### src/rtl/lcd_text_sequencer_pkg.sv
// Shared definitions for the LCD text sequencer: FSM state encoding,
// HD44780-style command constants and screen geometry.
package lcd_pkg;

    typedef enum logic [2:0] {
        S_IDLE = 3'd0,
        S_CMD  = 3'd1,
        S_ADDR = 3'd2,
        S_WAIT = 3'd3,
        S_DATA = 3'd4,
        S_DONE = 3'd5
    } state_t;

    localparam logic [7:0] LCD_CMD_SET_DDRAM = 8'h80;
    localparam logic [7:0] LCD_LINE1_OFFSET  = 8'h40;
    localparam logic [7:0] LCD_BLANK         = 8'h20;

    localparam int LCD_CHARS_PER_LINE = 16;
    localparam int LCD_NUM_LINES      = 2;

    // Unprogrammed BRAM bytes read as zero; show them as spaces.
    function automatic logic [7:0] blank_fill(input logic [7:0] raw);
        logic [7:0] result;
        if (raw == 8'h00) begin
            result = LCD_BLANK;
        end else begin
            result = raw;
        end
        return result;
    endfunction

endpackage

### src/rtl/lcd_text_sequencer_if.sv
// BRAM read port plus LCD byte-writer valid/ready channel used by the sequencer.
interface lcd_text_sequencer_if #(
    parameter int ADDR_W = 11,
    parameter int DATA_W = 8
);
    logic [ADDR_W-1:0] mem_addr;
    logic [DATA_W-1:0] mem_data;
    logic              lcd_valid;
    logic              lcd_rs;
    logic [DATA_W-1:0] lcd_data;
    logic              lcd_ready;

    modport master (
        output mem_addr,
        output lcd_valid,
        output lcd_rs,
        output lcd_data,
        input  mem_data,
        input  lcd_ready
    );

    modport slave (
        input  mem_addr,
        input  lcd_valid,
        input  lcd_rs,
        input  lcd_data,
        output mem_data,
        output lcd_ready
    );
endinterface

### src/rtl/lcd_text_sequencer.sv
// Streams one 2x16 screen from character BRAM to the LCD byte writer:
// a Set-DDRAM-Address command per line followed by 16 character bytes.
module lcd_text_sequencer
    import lcd_pkg::*;
#(
    parameter int               ADDR_W         = 11,
    parameter int               DATA_W         = 8,
    parameter int               CHARS_PER_LINE = 16,
    parameter logic [ADDR_W-1:0] BASE_ADDR     = 11'h000
) (
    input  logic                 clk,
    input  logic                 reset,
    input  logic                 start,
    input  logic [1:0]           page,
    lcd_text_sequencer_if.master bus,
    output logic                 busy,
    output logic                 done
);

    localparam int COL_W = $clog2(CHARS_PER_LINE);

    state_t              state_r, state_s;
    logic [1:0]          page_r, page_s;
    logic                line_r, line_s;
    logic [COL_W-1:0]    col_r, col_s;
    logic [ADDR_W-1:0]   mem_addr_r, mem_addr_s;
    logic                lcd_valid_r, lcd_valid_s;
    logic                lcd_rs_r, lcd_rs_s;
    logic [DATA_W-1:0]   lcd_data_r, lcd_data_s;
    logic                busy_r, busy_s;
    logic                done_r, done_s;
    logic                xfer_s;
    logic                last_col_s;

    // Address arithmetic wraps at ADDR_W bits by construction.
    function automatic logic [ADDR_W-1:0] char_addr(input logic [1:0] pg,
                                                    input logic ln,
                                                    input logic [COL_W-1:0] cl);
        return BASE_ADDR + ADDR_W'({pg, ln, cl});
    endfunction

    assign xfer_s     = lcd_valid_r & bus.lcd_ready;
    assign last_col_s = (col_r == COL_W'(CHARS_PER_LINE - 1));

    // Next-state and next-output logic; every output is registered below.
    always_comb begin
        state_s     = state_r;
        page_s      = page_r;
        line_s      = line_r;
        col_s       = col_r;
        mem_addr_s  = mem_addr_r;
        lcd_valid_s = lcd_valid_r;
        lcd_rs_s    = lcd_rs_r;
        lcd_data_s  = lcd_data_r;
        busy_s      = busy_r;
        done_s      = 1'b0;

        case (state_r)
            S_IDLE: begin
                if (start) begin
                    page_s      = page;
                    line_s      = 1'b0;
                    state_s     = S_CMD;
                    lcd_valid_s = 1'b1;
                    lcd_rs_s    = 1'b0;
                    lcd_data_s  = DATA_W'(LCD_CMD_SET_DDRAM);
                    busy_s      = 1'b1;
                end else begin
                    state_s = S_IDLE;
                end
            end
            S_CMD: begin
                if (xfer_s) begin
                    col_s       = {COL_W{1'b0}};
                    mem_addr_s  = char_addr(page_r, line_r, {COL_W{1'b0}});
                    lcd_valid_s = 1'b0;
                    state_s     = S_ADDR;
                end else begin
                    state_s = S_CMD;
                end
            end
            S_ADDR: begin
                state_s = S_WAIT;
            end
            S_WAIT: begin
                lcd_data_s  = DATA_W'(blank_fill(8'(bus.mem_data)));
                lcd_rs_s    = 1'b1;
                lcd_valid_s = 1'b1;
                state_s     = S_DATA;
            end
            S_DATA: begin
                if (xfer_s && !last_col_s) begin
                    col_s       = col_r + COL_W'(1);
                    mem_addr_s  = char_addr(page_r, line_r, col_r + COL_W'(1));
                    lcd_valid_s = 1'b0;
                    state_s     = S_ADDR;
                end else if (xfer_s && !line_r) begin
                    line_s      = 1'b1;
                    lcd_valid_s = 1'b1;
                    lcd_rs_s    = 1'b0;
                    lcd_data_s  = DATA_W'(LCD_CMD_SET_DDRAM | LCD_LINE1_OFFSET);
                    state_s     = S_CMD;
                end else if (xfer_s) begin
                    lcd_valid_s = 1'b0;
                    done_s      = 1'b1;
                    state_s     = S_DONE;
                end else begin
                    state_s = S_DATA;
                end
            end
            S_DONE: begin
                busy_s  = 1'b0;
                state_s = S_IDLE;
            end
            default: begin
                state_s     = S_IDLE;
                lcd_valid_s = 1'b0;
                busy_s      = 1'b0;
            end
        endcase
    end

    // State, counters and registered outputs.
    always_ff @(posedge clk or posedge reset) begin
        if (reset) begin
            state_r     <= S_IDLE;
            page_r      <= 2'b00;
            line_r      <= 1'b0;
            col_r       <= {COL_W{1'b0}};
            mem_addr_r  <= {ADDR_W{1'b0}};
            lcd_valid_r <= 1'b0;
            lcd_rs_r    <= 1'b0;
            lcd_data_r  <= {DATA_W{1'b0}};
            busy_r      <= 1'b0;
            done_r      <= 1'b0;
        end else begin
            state_r     <= state_s;
            page_r      <= page_s;
            line_r      <= line_s;
            col_r       <= col_s;
            mem_addr_r  <= mem_addr_s;
            lcd_valid_r <= lcd_valid_s;
            lcd_rs_r    <= lcd_rs_s;
            lcd_data_r  <= lcd_data_s;
            busy_r      <= busy_s;
            done_r      <= done_s;
        end
    end

    assign bus.mem_addr  = mem_addr_r;
    assign bus.lcd_valid = lcd_valid_r;
    assign bus.lcd_rs    = lcd_rs_r;
    assign bus.lcd_data  = lcd_data_r;
    assign busy          = busy_r;
    assign done          = done_r;

endmodule

### src/flat_wrapper.sv
// flat-port wrapper written by rule: the top's interface ports become plain ports
module lcd_text_sequencer_flat import lcd_pkg::*;
#(
    parameter int               ADDR_W         = 11,
    parameter int               DATA_W         = 8,
    parameter int               CHARS_PER_LINE = 16,
    parameter logic [ADDR_W-1:0] BASE_ADDR     = 11'h000
)
  (clk, reset, start, page, busy, done, bus_mem_addr, bus_lcd_valid, bus_lcd_rs, bus_lcd_data, bus_mem_data, bus_lcd_ready);
  lcd_text_sequencer_if #(.ADDR_W(ADDR_W), .DATA_W(DATA_W)) bus_i ();
  input  logic clk;
  input  logic reset;
  input  logic start;
  input  logic [1:0] page;
  output logic busy;
  output logic done;
  output wire logic [$bits(bus_i.mem_addr)-1:0] bus_mem_addr;
  output wire logic [$bits(bus_i.lcd_valid)-1:0] bus_lcd_valid;
  output wire logic [$bits(bus_i.lcd_rs)-1:0] bus_lcd_rs;
  output wire logic [$bits(bus_i.lcd_data)-1:0] bus_lcd_data;
  input wire logic [$bits(bus_i.mem_data)-1:0] bus_mem_data;
  input wire logic [$bits(bus_i.lcd_ready)-1:0] bus_lcd_ready;
  assign bus_mem_addr = bus_i.mem_addr;
  assign bus_lcd_valid = bus_i.lcd_valid;
  assign bus_lcd_rs = bus_i.lcd_rs;
  assign bus_lcd_data = bus_i.lcd_data;
  assign bus_i.mem_data = bus_mem_data;
  assign bus_i.lcd_ready = bus_lcd_ready;
  lcd_text_sequencer #(.ADDR_W(ADDR_W), .DATA_W(DATA_W), .CHARS_PER_LINE(CHARS_PER_LINE), .BASE_ADDR(BASE_ADDR)) u_core (.clk(clk), .reset(reset), .start(start), .page(page), .bus(bus_i), .busy(busy), .done(done));
endmodule
### config.mk
export PLATFORM = sky130hd
export DESIGN_NAME = lcd_text_sequencer_flat
export DESIGN_NICKNAME = d
export VERILOG_FILES = /design/src/rtl/lcd_text_sequencer_pkg.sv /design/src/rtl/lcd_text_sequencer_if.sv /design/src/rtl/lcd_text_sequencer.sv /design/src/flat_wrapper.sv
export SDC_FILE = /design/constraint.sdc
export NUM_CORES = 1
export LEC_CHECK = 0
export CORE_ASPECT_RATIO = 0.75
export CORE_MARGIN = 5
export CORE_UTILIZATION = 46
export DETAILED_ROUTE_END_ITERATION = 12
export PLACE_DENSITY_LB_ADDON = 0.25
export SETUP_SLACK_MARGIN = 0.15
export SYNTH_ARGS = -nofsm -noshare
export SYNTH_HDL_FRONTEND = slang
export SYNTH_SLANG_ARGS = --single-unit
### constraint.sdc
create_clock -name clk -period 1.9 [get_ports clk]
set_input_delay 0.285 -clock clk [delete_from_list [all_inputs] [get_ports clk]]
set_output_delay 0.285 -clock clk [all_outputs]
set_load 0.02 [all_outputs]
==> metrics.md, run 1 <==
| Metric | Value |
|---|---|
| DRC violations left | 0 |
| Register area | 626 sq um |
| Top cell family by delay on the critical path | buffers and inverters |
| Crit path DAT | 1400 ps |
| Worst path bufs/invs | 1 |
| Async set-or-reset flop fraction in the synthesized netlist | 100% |
| Number of hold-slack violations in the final timing report | 0 |
| Critical path required time | 1620 ps |
| Wire length per cell after detailed routing | 14.4 microns |
| Internal cell power | 1.35 mW |
| Total clock sinks | 25 |
| Net switching power of the design | 0.919 mW |
| Share of the synthesized area in the top cell type | 50.4% |
| Max capacitance violation total | 0 |
| Synth area leader | dfrtp_1 |
| Insertion delay of the later-clocked pin in the worst-skew pair | 320 ps |
| Count of TritonRoute iterations in the first routing pass | 4 |
| Detail-routed via count per cell | 5.35 |
| Fmax | 594 MHz |
| Path category of the worst min-delay check | in2async |
| Post-Syn Instances | 125 |
| Mapped Avg Cell Area | 9.94 sq um |
| Post-route setup TNS | 0 ps |
| Clock tree root driver cell | clkbuf_4 |
| Cells along the critical path | clkdlybuf4s50_1 |
| Layout Nets | 179 |
| Type of the worst setup path | reg2out |
| Nature of the critical path startpoint | flip-flop |
| Via count of the first global-routing pass | 1006 |
| Row cnt | 16 |
| Count of input and output buffers | 32 |
| Slowest stage cell, crit path | clkdlybuf4s50_1 |
| Power share of the clock group | 10.7% |
| Most used cells in the layout excluding fill and tap cells | 29 x clkdlybuf4s50_1, 25 x dfrtp_1, 15 x o21ai_0 |
| Filler Cell Count | 213 |
| Total of flip-flops plus latches after synthesis | 25 |
| Footprint of the multi-input gates | 553 sq um |
| Largest net degree at the start of global routing | 26 |
| Number of pins with negative max-slew slack in the final report | 0 |
| WL final | 2870 microns |
| EDFF count, synth | 0 |
| Clock transition at the registers of the reported paths | 130 ps |
| Result of the run | complete, no violations |
| Routability-driven placement congestion ratio | 0.831 |
| Post-layout power | 2.27 mW |
| Leading cell types by total area after synthesis | dfrtp_1 50%, o21ai_0 6.0%, nand2_1 4.2%, a22o_1 4.2%, mux2_2 3.6% |
| Relative contribution of sequential cells to total power | 39.3% |
| Area growth syn-to-layout | 33.6% |
| Count of unique library cells instantiated by Yosys | 36 |
| Global-route wire length before repair | 4750 microns |
| I/O pin count | 37 |
| Ys flop type | dfrtp_1 |
| Hold WS | 286 ps |
| Maximum fanout along the worst path | 6 |
| Synthesized cell area | 0.00124 sq mm |
| Count of routing violations after the opening detailed-route iteration | 47 |
| DIE HEIGHT | 55.0 microns |
| Number of warnings issued by yosys | 0 |
| Final setup violation count | 0 |
| Final worst-path cycle share | 88.6% |
| Area of the die | 0.00385 sq mm |
| RSZ-0062 raised after global routing | false |
| Min setup slack post-route | 216 ps |
| Antenna-violating nets left | 0 |
| Final Non-Filler Cells | 199 |
| Most common cell after layout, fill and taps aside | clkdlybuf4s50_1 |
| Minimum clock period after layout | 1680 ps |
| HPWL after detailed placement | 2190 microns |
| Share of power burned in combinational logic | 50.0% |
| Sort of element at the end of the critical path | output pin |
| CTS-repair resized insts | 0 |
| # H-tree levels | 1 |
| Die width | 70.0 microns |
| Number of buffers inserted during clock tree synthesis | 3 |
| Placeable core region | 0.00260 sq mm |
| Sw Share | 40.5% |
| Power density normalized to cell area | 1370 mW/mm^2 |
| Placed Instances | 195 |
| Maximum single-stage delay on the critical path | 630 ps |
| Maximum resistive drop on vdd | 0.756 mV |
| Post-CTS Repair Setup Buffers | 0 |
| Hold buffer count at CTS | 0 |
| TritonCTS clock tree | yes |
| Effective utilization at floorplan | 47.7% |
| Leftover overflow at the end of global routing | 0 |
| Worst-case clock skew | 5.78 ps |
| Antenna cells | 0 |
| Leak | 0.763 nW |
| Proportion of layout cells with a drive suffix above 1 | 12.3% |
| Post-synthesis sequential area ratio | 50.4% |
| Global Route Usage Sum | 15.7% |
| Antenna violations before repair | 0 |
| Place WS | 89.1 ps |
| Max Root-Sink Buffers | 2 |
| Total via count after detailed routing | 1065 |
metrics by stage:
stage	cell area (sq um)	util [%]
after floorplan	1250	-
after global placement	1630	62.5
after detailed placement	1630	62.5
after CTS	1650	63.5
after global routing	1660	63.8
final	1660	63.8
layer usage:
layer	global-route usage, %	routed length (microns)
met1	21.0	1390
met4	2.87	21
met3	4.69	194
met5	0	0
met2	25.9	1270
flip-flops by register name (all words and copies together), names as in the netlist:
register              count
u_core.state_r            3
u_core.line_r             1
u_core.bus.lcd_rs         1
u_core.busy               1
u_core.page_r             2
u_core.col_r              3
u_core.bus.lcd_valid      1
u_core.bus.lcd_data       8
u_core.bus.mem_addr       4
u_core.done               1
path summary, 6_finish.rpt:
kind / depth (start not counted) / endpoint / slack [ps] / startpoint
worst max register to register: 5 / u_core.bus.lcd_data[2] / 250 / u_core.col_r[0]
max in group asynchronous: 3 / u_core.bus.lcd_data[0] / 1370 / reset
worst min register to register: 1 / u_core.bus.mem_addr[6] / 510 / u_core.page_r[1]
worst min-delay path: 3 / u_core.col_r[0] / 290 / reset
worst max-delay path: 1 / bus_mem_addr[3] / 220 / u_core.bus.mem_addr[3]
min in group clk: 1 / u_core.bus.mem_addr[6] / 510 / u_core.page_r[1]
logic make-up (layout without fill, tap and decap cells):
family,Yosys count,in the layout,synth area share (%)
simple gates,44,44,19.3
compound gates,34,34,18.4
flops,25,25,50.4
buf+inv,15,50,6.04
mux,5,5,4.53
fa+ha+maj,1,1,1.01
other cells,1,4,0.302
layout make-up:
cell class	count	area share, %
inverter	6	1.36
sequential	25	37.7
clock buffer	4	1.58
tap	36	2.71
timing repair buffer	40	23.4
multi-input combinational	88	33.3
worst register-to-register path, cell delays in order, from the launching register on:
cell     delay [ps]
dfrtp_1         450
ha_1            250
nand3_1         130
nor3_2          280
a21oi_2         180
a22o_1          260
power by group through the flow:
stage                     Sequential (mW)  Clock, mW  Combinational [mW]
after CTS                           0.888      0.254                1.14
after global placement              0.897          0                1.12
after detailed placement            0.900          0                1.14
after floorplan                      1.01          0               0.555
final                               0.891      0.242                1.13
after global routing                0.918      0.279                1.22
cell usage after synthesis, types with 2 or more instances:
master / number
nor2_1: 8
or3b_1: 2
o21ai_0: 15
buf_4: 4
a21oi_2: 2
nand3_1: 5
a22o_1: 6
dfrtp_1: 25
nand2_1: 14
a21oi_1: 4
nor3_1: 2
buf_2: 3
clkbuf_1: 2
nand3b_1: 3
mux2_2: 4
inv_1: 6
(Power assumes the default switching activity.)
==> inputs of run 2 (changes only) <==
--- a/config.mk
+++ b/config.mk
@@ -9,8 +9,10 @@
 export CORE_MARGIN = 5
 export CORE_UTILIZATION = 46
 export DETAILED_ROUTE_END_ITERATION = 12
+export GPL_ROUTABILITY_DRIVEN = 0
 export PLACE_DENSITY_LB_ADDON = 0.25
 export SETUP_SLACK_MARGIN = 0.15
 export SYNTH_ARGS = -nofsm -noshare
 export SYNTH_HDL_FRONTEND = slang
 export SYNTH_SLANG_ARGS = --single-unit
+export TNS_END_PERCENT = 1
==> metrics.md, run 2 (same netlist as run 1, synthesis figures left out) <==
| Metric | Value |
|---|---|
| TritonCTS clock tree | yes |
| Final Non-Filler Cells | 199 (unchanged) |
| Row cnt | 16 (unchanged) |
| Power share of the clock group | 10.6% (about the same) |
| Total clock sinks | 25 (unchanged) |
| Antenna-violating nets left | 0 (unchanged) |
| Final setup violation count | 0 (unchanged) |
| Insertion delay of the later-clocked pin in the worst-skew pair | 320 ps (about the same) |
| Number of cells traversed by the worst register-to-register path | 5 (unchanged) |
| Most used cells in the layout excluding fill and tap cells | 31 x clkdlybuf4s50_1, 25 x dfrtp_1, 15 x o21ai_0 |
| I/O pin count | 37 (unchanged) |
| Global-route wire length before repair | 4750 microns (unchanged) |
| DRC violations left | 0 (unchanged) |
| Worst-case clock skew | 7.22 ps (+1.44 ps) |
| WL final | 2870 microns (about the same) |
| Path category of the worst min-delay check | in2async |
| Effective utilization at floorplan | 47.7% (unchanged) |
| Crit path DAT | 1420 ps (+20 ps) |
| Top cell family by delay on the critical path | buffers and inverters |
| Wire length per cell after detailed routing | 14.4 microns (about the same) |
| Endpoint of the most critical register-to-register path | u_core.bus.lcd_data[2] |
| Register-to-register setup slack | 250 ps (about the same) |
| Worst path bufs/invs | 1 (unchanged) |
| # H-tree levels | 1 (unchanged) |
| Type of the worst setup path | reg2out |
| Total via count after detailed routing | 1058 (-0.66%) |
| Final worst-path cycle share | 89.7% (+1.1 points) |
| Critical path required time | 1620 ps (about the same) |
| Number of buffers inserted during clock tree synthesis | 3 (unchanged) |
| Fmax | 587 MHz (-1.2%) |
| Global Route Usage Sum | 15.7% (unchanged) |
| Maximum resistive drop on vdd | 0.756 mV (about the same) |
| Post-CTS Repair Setup Buffers | 0 (unchanged) |
| Number of pins with negative max-slew slack in the final report | 0 (unchanged) |
| Number of flip-flops in the largest register | 8 (unchanged) |
| Minimum clock period after layout | 1700 ps (+20.4 ps) |
| Antenna cells | 0 (unchanged) |
| Maximum single-stage delay on the critical path | 640 ps (about the same) |
| Maximum fanout along the worst path | 7 (+1) |
| Clock tree root driver cell | clkbuf_4 |
| HPWL after detailed placement | 2190 microns (unchanged) |
| Cells along the critical path | clkdlybuf4s50_1 |
| Leftover overflow at the end of global routing | 0 (unchanged) |
| Area growth syn-to-layout | 33.2% |
| Relative contribution of sequential cells to total power | 39.3% (about the same) |
| Max Root-Sink Buffers | 2 (unchanged) |
| Power density normalized to cell area | 1370 mW/mm^2 (+0.29%) |
| Sort of element at the end of the critical path | output pin |
| RSZ-0062 raised after global routing | true |
| Clock transition at the registers of the reported paths | 130 ps (about the same) |
| Largest net degree at the start of global routing | 26 (unchanged) |
| Count of TritonRoute iterations in the first routing pass | 4 (unchanged) |
| Placeable core region | 0.00260 sq mm (unchanged) |
| Die width | 70.0 microns (unchanged) |
| Hold WS | 288 ps (+1.91 ps) |
| Slowest stage cell, crit path | clkdlybuf4s50_1 |
| DIE HEIGHT | 55.0 microns (unchanged) |
| Leak | 0.727 nW (-4.7%) |
| Sw Share | 40.4% (-0.078 points) |
| Detail-routed via count per cell | 5.32 (-0.66%) |
| Max capacitance violation total | 0 (unchanged) |
| Number of hold-slack violations in the final timing report | 0 (unchanged) |
| Proportion of layout cells with a drive suffix above 1 | 12.3% (unchanged) |
| Post-route setup TNS | 0 ps (unchanged) |
| Via count of the first global-routing pass | 1006 (unchanged) |
| Result of the run | complete, no violations |
| Count of input and output buffers | 32 (unchanged) |
| Placed Instances | 195 (unchanged) |
| Internal cell power | 1.35 mW (+0.12%) |
| Nature of the critical path startpoint | flip-flop |
| Worst R2R Start | u_core.col_r[0] |
| Share of power burned in combinational logic | 50.1% (about the same) |
| Total stage count of the critical path | 1 (unchanged) |
| Count of routing violations after the opening detailed-route iteration | 46 (-2.1%) |
| Most common cell after layout, fill and taps aside | clkdlybuf4s50_1 |
| Antenna violations before repair | 0 (unchanged) |
| Layout Nets | 179 (unchanged) |
| Area of the die | 0.00385 sq mm (unchanged) |
| Net switching power of the design | 0.917 mW (-0.20%) |
[run 2: per-layer routing]
layer	routed length, microns	part of all wire, %	GRT usage, %
met1	1400	49	21.0
met2	1250	44	25.9
met5	0	0	0
met3	194	6.8	4.69
met4	21	0.73	2.87
[run 2: worst max-delay path by stage]
stage | to | slack [ps] | start
4_1_cts | bus_lcd_valid | 170 | u_core.bus.lcd_valid
2_1_floorplan | u_core.bus.mem_addr[4] | 300 | u_core.col_r[0]
3_5_place_dp | u_core.bus.mem_addr[6] | 90 | bus_lcd_ready
3_3_place_gp | u_core.page_r[0] | 120 | start
6_report | bus_mem_addr[2] | 200 | u_core.col_r[2]
5_1_grt | bus_mem_addr[0] | 130 | u_core.col_r[0]
[run 2: metrics by stage]
stage | power (mW) | setup slack, ps | utilization [%] | area [sq um]
after floorplan | 1.56 | 297 | - | 1250
after global placement | 2.01 | 118 | 62.5 | 1630
after detailed placement | 2.04 | 89.1 | 62.5 | 1630
after CTS | 2.29 | 171 | 63.5 | 1650
after global routing | 2.42 | 132 | 63.6 | 1660
final | 2.27 | 196 | 63.6 | 1660
[run 2: power by group through the flow]
stage | logic, mW | registers (mW) | clock network (mW)
global route | 1.22 | 0.918 | 0.279
floorplan | 0.555 | 1.01 | 0
CTS | 1.14 | 0.888 | 0.254
finish | 1.14 | 0.891 | 0.241
global placement | 1.12 | 0.897 | 0
detailed placement | 1.14 | 0.900 | 0
[run 2: worst register-to-register path, stage by stage, from the launching register on]
cell     delay (ps)
dfrtp_1         450
ha_1            250
nand3_1         130
nor3_2          280
a21oi_2         180
a22o_1          260
[run 2: final cells by class]
class                      count  area (sq um)
fill                         215           947
sequential                    25           626
multi-input combinational     88           553
timing repair buffer          40           383
tap                           36          45.0
clock buffer                   4          26.3
inverter                       6          22.5
[run 2: timing repair]
item,in CTS,in global routing
endpoints found under the setup margin,0,3
resized for setup,0,1
hold buffers,0,0
==> inputs of run 3 (changes only) <==
--- a/config.mk
+++ b/config.mk
@@ -10,6 +10,7 @@
 export CORE_UTILIZATION = 46
 export DETAILED_ROUTE_END_ITERATION = 12
 export GPL_ROUTABILITY_DRIVEN = 0
+export MAX_ROUTING_LAYER = met4
 export PLACE_DENSITY_LB_ADDON = 0.25
 export SETUP_SLACK_MARGIN = 0.15
 export SYNTH_ARGS = -nofsm -noshare
==> metrics.md, run 3 (same netlist as run 1, synthesis figures left out) <==
| Metric | Value |
|---|---|
| HPWL after detailed placement | 2190 microns (unchanged) |
| Layout Nets | 179 (unchanged) |
| Final setup violation count | 0 (unchanged) |
| Area of the die | 0.00385 sq mm (unchanged) |
| Critical path required time | 1620 ps (about the same) |
| Count of input and output buffers | 32 (unchanged) |
| Total clock sinks | 25 (unchanged) |
| Global-route wire length before repair | 4750 microns (-0.15%) |
| Number of pins with negative max-slew slack in the final report | 0 (unchanged) |
| Largest net degree at the start of global routing | 26 (unchanged) |
| Power density normalized to cell area | 1370 mW/mm^2 (about the same) |
| Worst-case clock skew | 7.26 ps (+0.0429 ps) |
| Most common cell after layout, fill and taps aside | clkdlybuf4s50_1 |
| Cells along the critical path | clkdlybuf4s50_1 |
| Proportion of layout cells with a drive suffix above 1 | 12.3% (unchanged) |
| Fmax | 587 MHz (unchanged) |
| Area growth syn-to-layout | 33.2% (unchanged) |
| # H-tree levels | 1 (unchanged) |
| Final worst-path cycle share | 89.7% (about the same) |
| Place WS | 89.1 ps (unchanged) |
| Maximum single-stage delay on the critical path | 640 ps (about the same) |
| Number of hold-slack violations in the final timing report | 0 (unchanged) |
| Antenna violations before repair | 0 (unchanged) |
| Max Root-Sink Buffers | 2 (unchanged) |
| Result of the run | complete, no violations |
| Worst path bufs/invs | 1 (unchanged) |
| Count of TritonRoute iterations in the first routing pass | 4 (unchanged) |
| RSZ-0062 raised after global routing | true |
| Global Route Usage Sum | 16.2% (+0.47 points) |
| Post-CTS Repair Setup Buffers | 0 (unchanged) |
| Leak | 0.727 nW (unchanged) |
| Effective utilization at floorplan | 47.7% (unchanged) |
| M2 GR Usage | 25.9% (unchanged) |
| Path category of the worst min-delay check | in2async |
| Antenna-violating nets left | 0 (unchanged) |
| Number of buffers inserted during clock tree synthesis | 3 (unchanged) |
| Via count of the first global-routing pass | 1007 (+0.099%) |
| Min setup slack post-route | 196 ps (+0.00100 ps) |
| Row cnt | 16 (unchanged) |
| Met3 track demand over resource in global routing | 4.69% (unchanged) |
| Maximum fanout along the worst path | 7 (unchanged) |
| Slowest stage cell, crit path | clkdlybuf4s50_1 |
| Hold buffer count at CTS | 0 (unchanged) |
| Maximum resistive drop on vdd | 0.756 mV (about the same) |
| Detail-routed via count per cell | 5.32 (unchanged) |
| DIE HEIGHT | 55.0 microns (unchanged) |
| TritonCTS clock tree | yes |
| Wire length per cell after detailed routing | 14.4 microns (unchanged) |
| Minimum clock period after layout | 1700 ps (-0.00100 ps) |
| Most used cells in the layout excluding fill and tap cells | 31 x clkdlybuf4s50_1, 25 x dfrtp_1, 15 x o21ai_0 |
| Antenna cells | 0 (unchanged) |
| Total via count after detailed routing | 1058 (unchanged) |
| Max capacitance violation total | 0 (unchanged) |
| Count of routing violations after the opening detailed-route iteration | 46 (unchanged) |
| Top cell family by delay on the critical path | buffers and inverters |
| Die width | 70.0 microns (unchanged) |
| WL final | 2870 microns (unchanged) |
| I/O pin count | 37 (unchanged) |
| Fraction of the core area covered by cells at the end of the flow | 63.6% (unchanged) |
| DRC violations left | 0 (unchanged) |
| Insertion delay of the later-clocked pin in the worst-skew pair | 320 ps (about the same) |
| Placeable core region | 0.00260 sq mm (unchanged) |
| Type of the worst setup path | reg2out |
| Nature of the critical path startpoint | flip-flop |
| M1 GR Usage | 21.0% (unchanged) |
| Leftover overflow at the end of global routing | 0 (unchanged) |
| Sort of element at the end of the critical path | output pin |
| Clock transition at the registers of the reported paths | 130 ps (about the same) |
| Post-route setup TNS | 0 ps (unchanged) |
| Number of flip-flops in the largest register | 8 (unchanged) |
| Crit path DAT | 1420 ps (about the same) |
| Clock tree root driver cell | clkbuf_4 |
| Highest-utilization routing layer at the global route stage | met2 |
==> run 3: cell counts in the layout (fill, tap and decap cells not counted) <==
No cell type changed its count.
==> run 3: what timing repair did <==
action	in CTS	in global routing
endpoints found under the setup margin	0	3
endpoints found under the hold margin	0	0
resized for setup	0	1
==> run 3: layout make-up <==
type                       count  area [sq um]
inverter                       6          22.5
clock buffer                   4          26.3
multi-input combinational     88           553
tap                           36          45.0
fill                         215           947
sequential                    25           626
timing repair buffer          40           383
==> run 3: where the power goes <==
part | switching, mW | internal, mW | total, mW
sequential | 0.178 | 0.713 | 0.891
clock | 0.158 | 0.0824 | 0.240
combinational | 0.581 | 0.555 | 1.14
==> run 3: path summary, 6_finish.rpt <==
kind / start / end / slack, ps / cells after the start
setup reg to reg: u_core.col_r[0] / u_core.bus.lcd_data[2] / 250 / 5
setup / recovery: u_core.col_r[2] / bus_mem_addr[2] / 200 / 1
hold / removal: reset / u_core.bus.lcd_data[5] / 290 / 3
max in group asynchronous: reset / u_core.col_r[1] / 1370 / 3
min in group clk: u_core.page_r[1] / u_core.bus.mem_addr[6] / 510 / 1
hold reg to reg: u_core.page_r[1] / u_core.bus.mem_addr[6] / 510 / 1
==> run 3: layer usage <==
layer | wire length, microns | vias up
li1 | - | 517
met1 | 1400 | 498
met2 | 1250 | 38
met3 | 194 | 5
met4 | 21 | 0
met5 | 0 | -
==> run 3: stage by stage <==
stage	hold WS, ps	area (sq um)	power [mW]	instances
floorplan	312	1250	1.56	128
global placement	474	1630	2.01	195
detailed placement	477	1630	2.04	195
CTS	292	1650	2.29	199
global route	298	1660	2.42	199
finish	288	1660	2.27	199
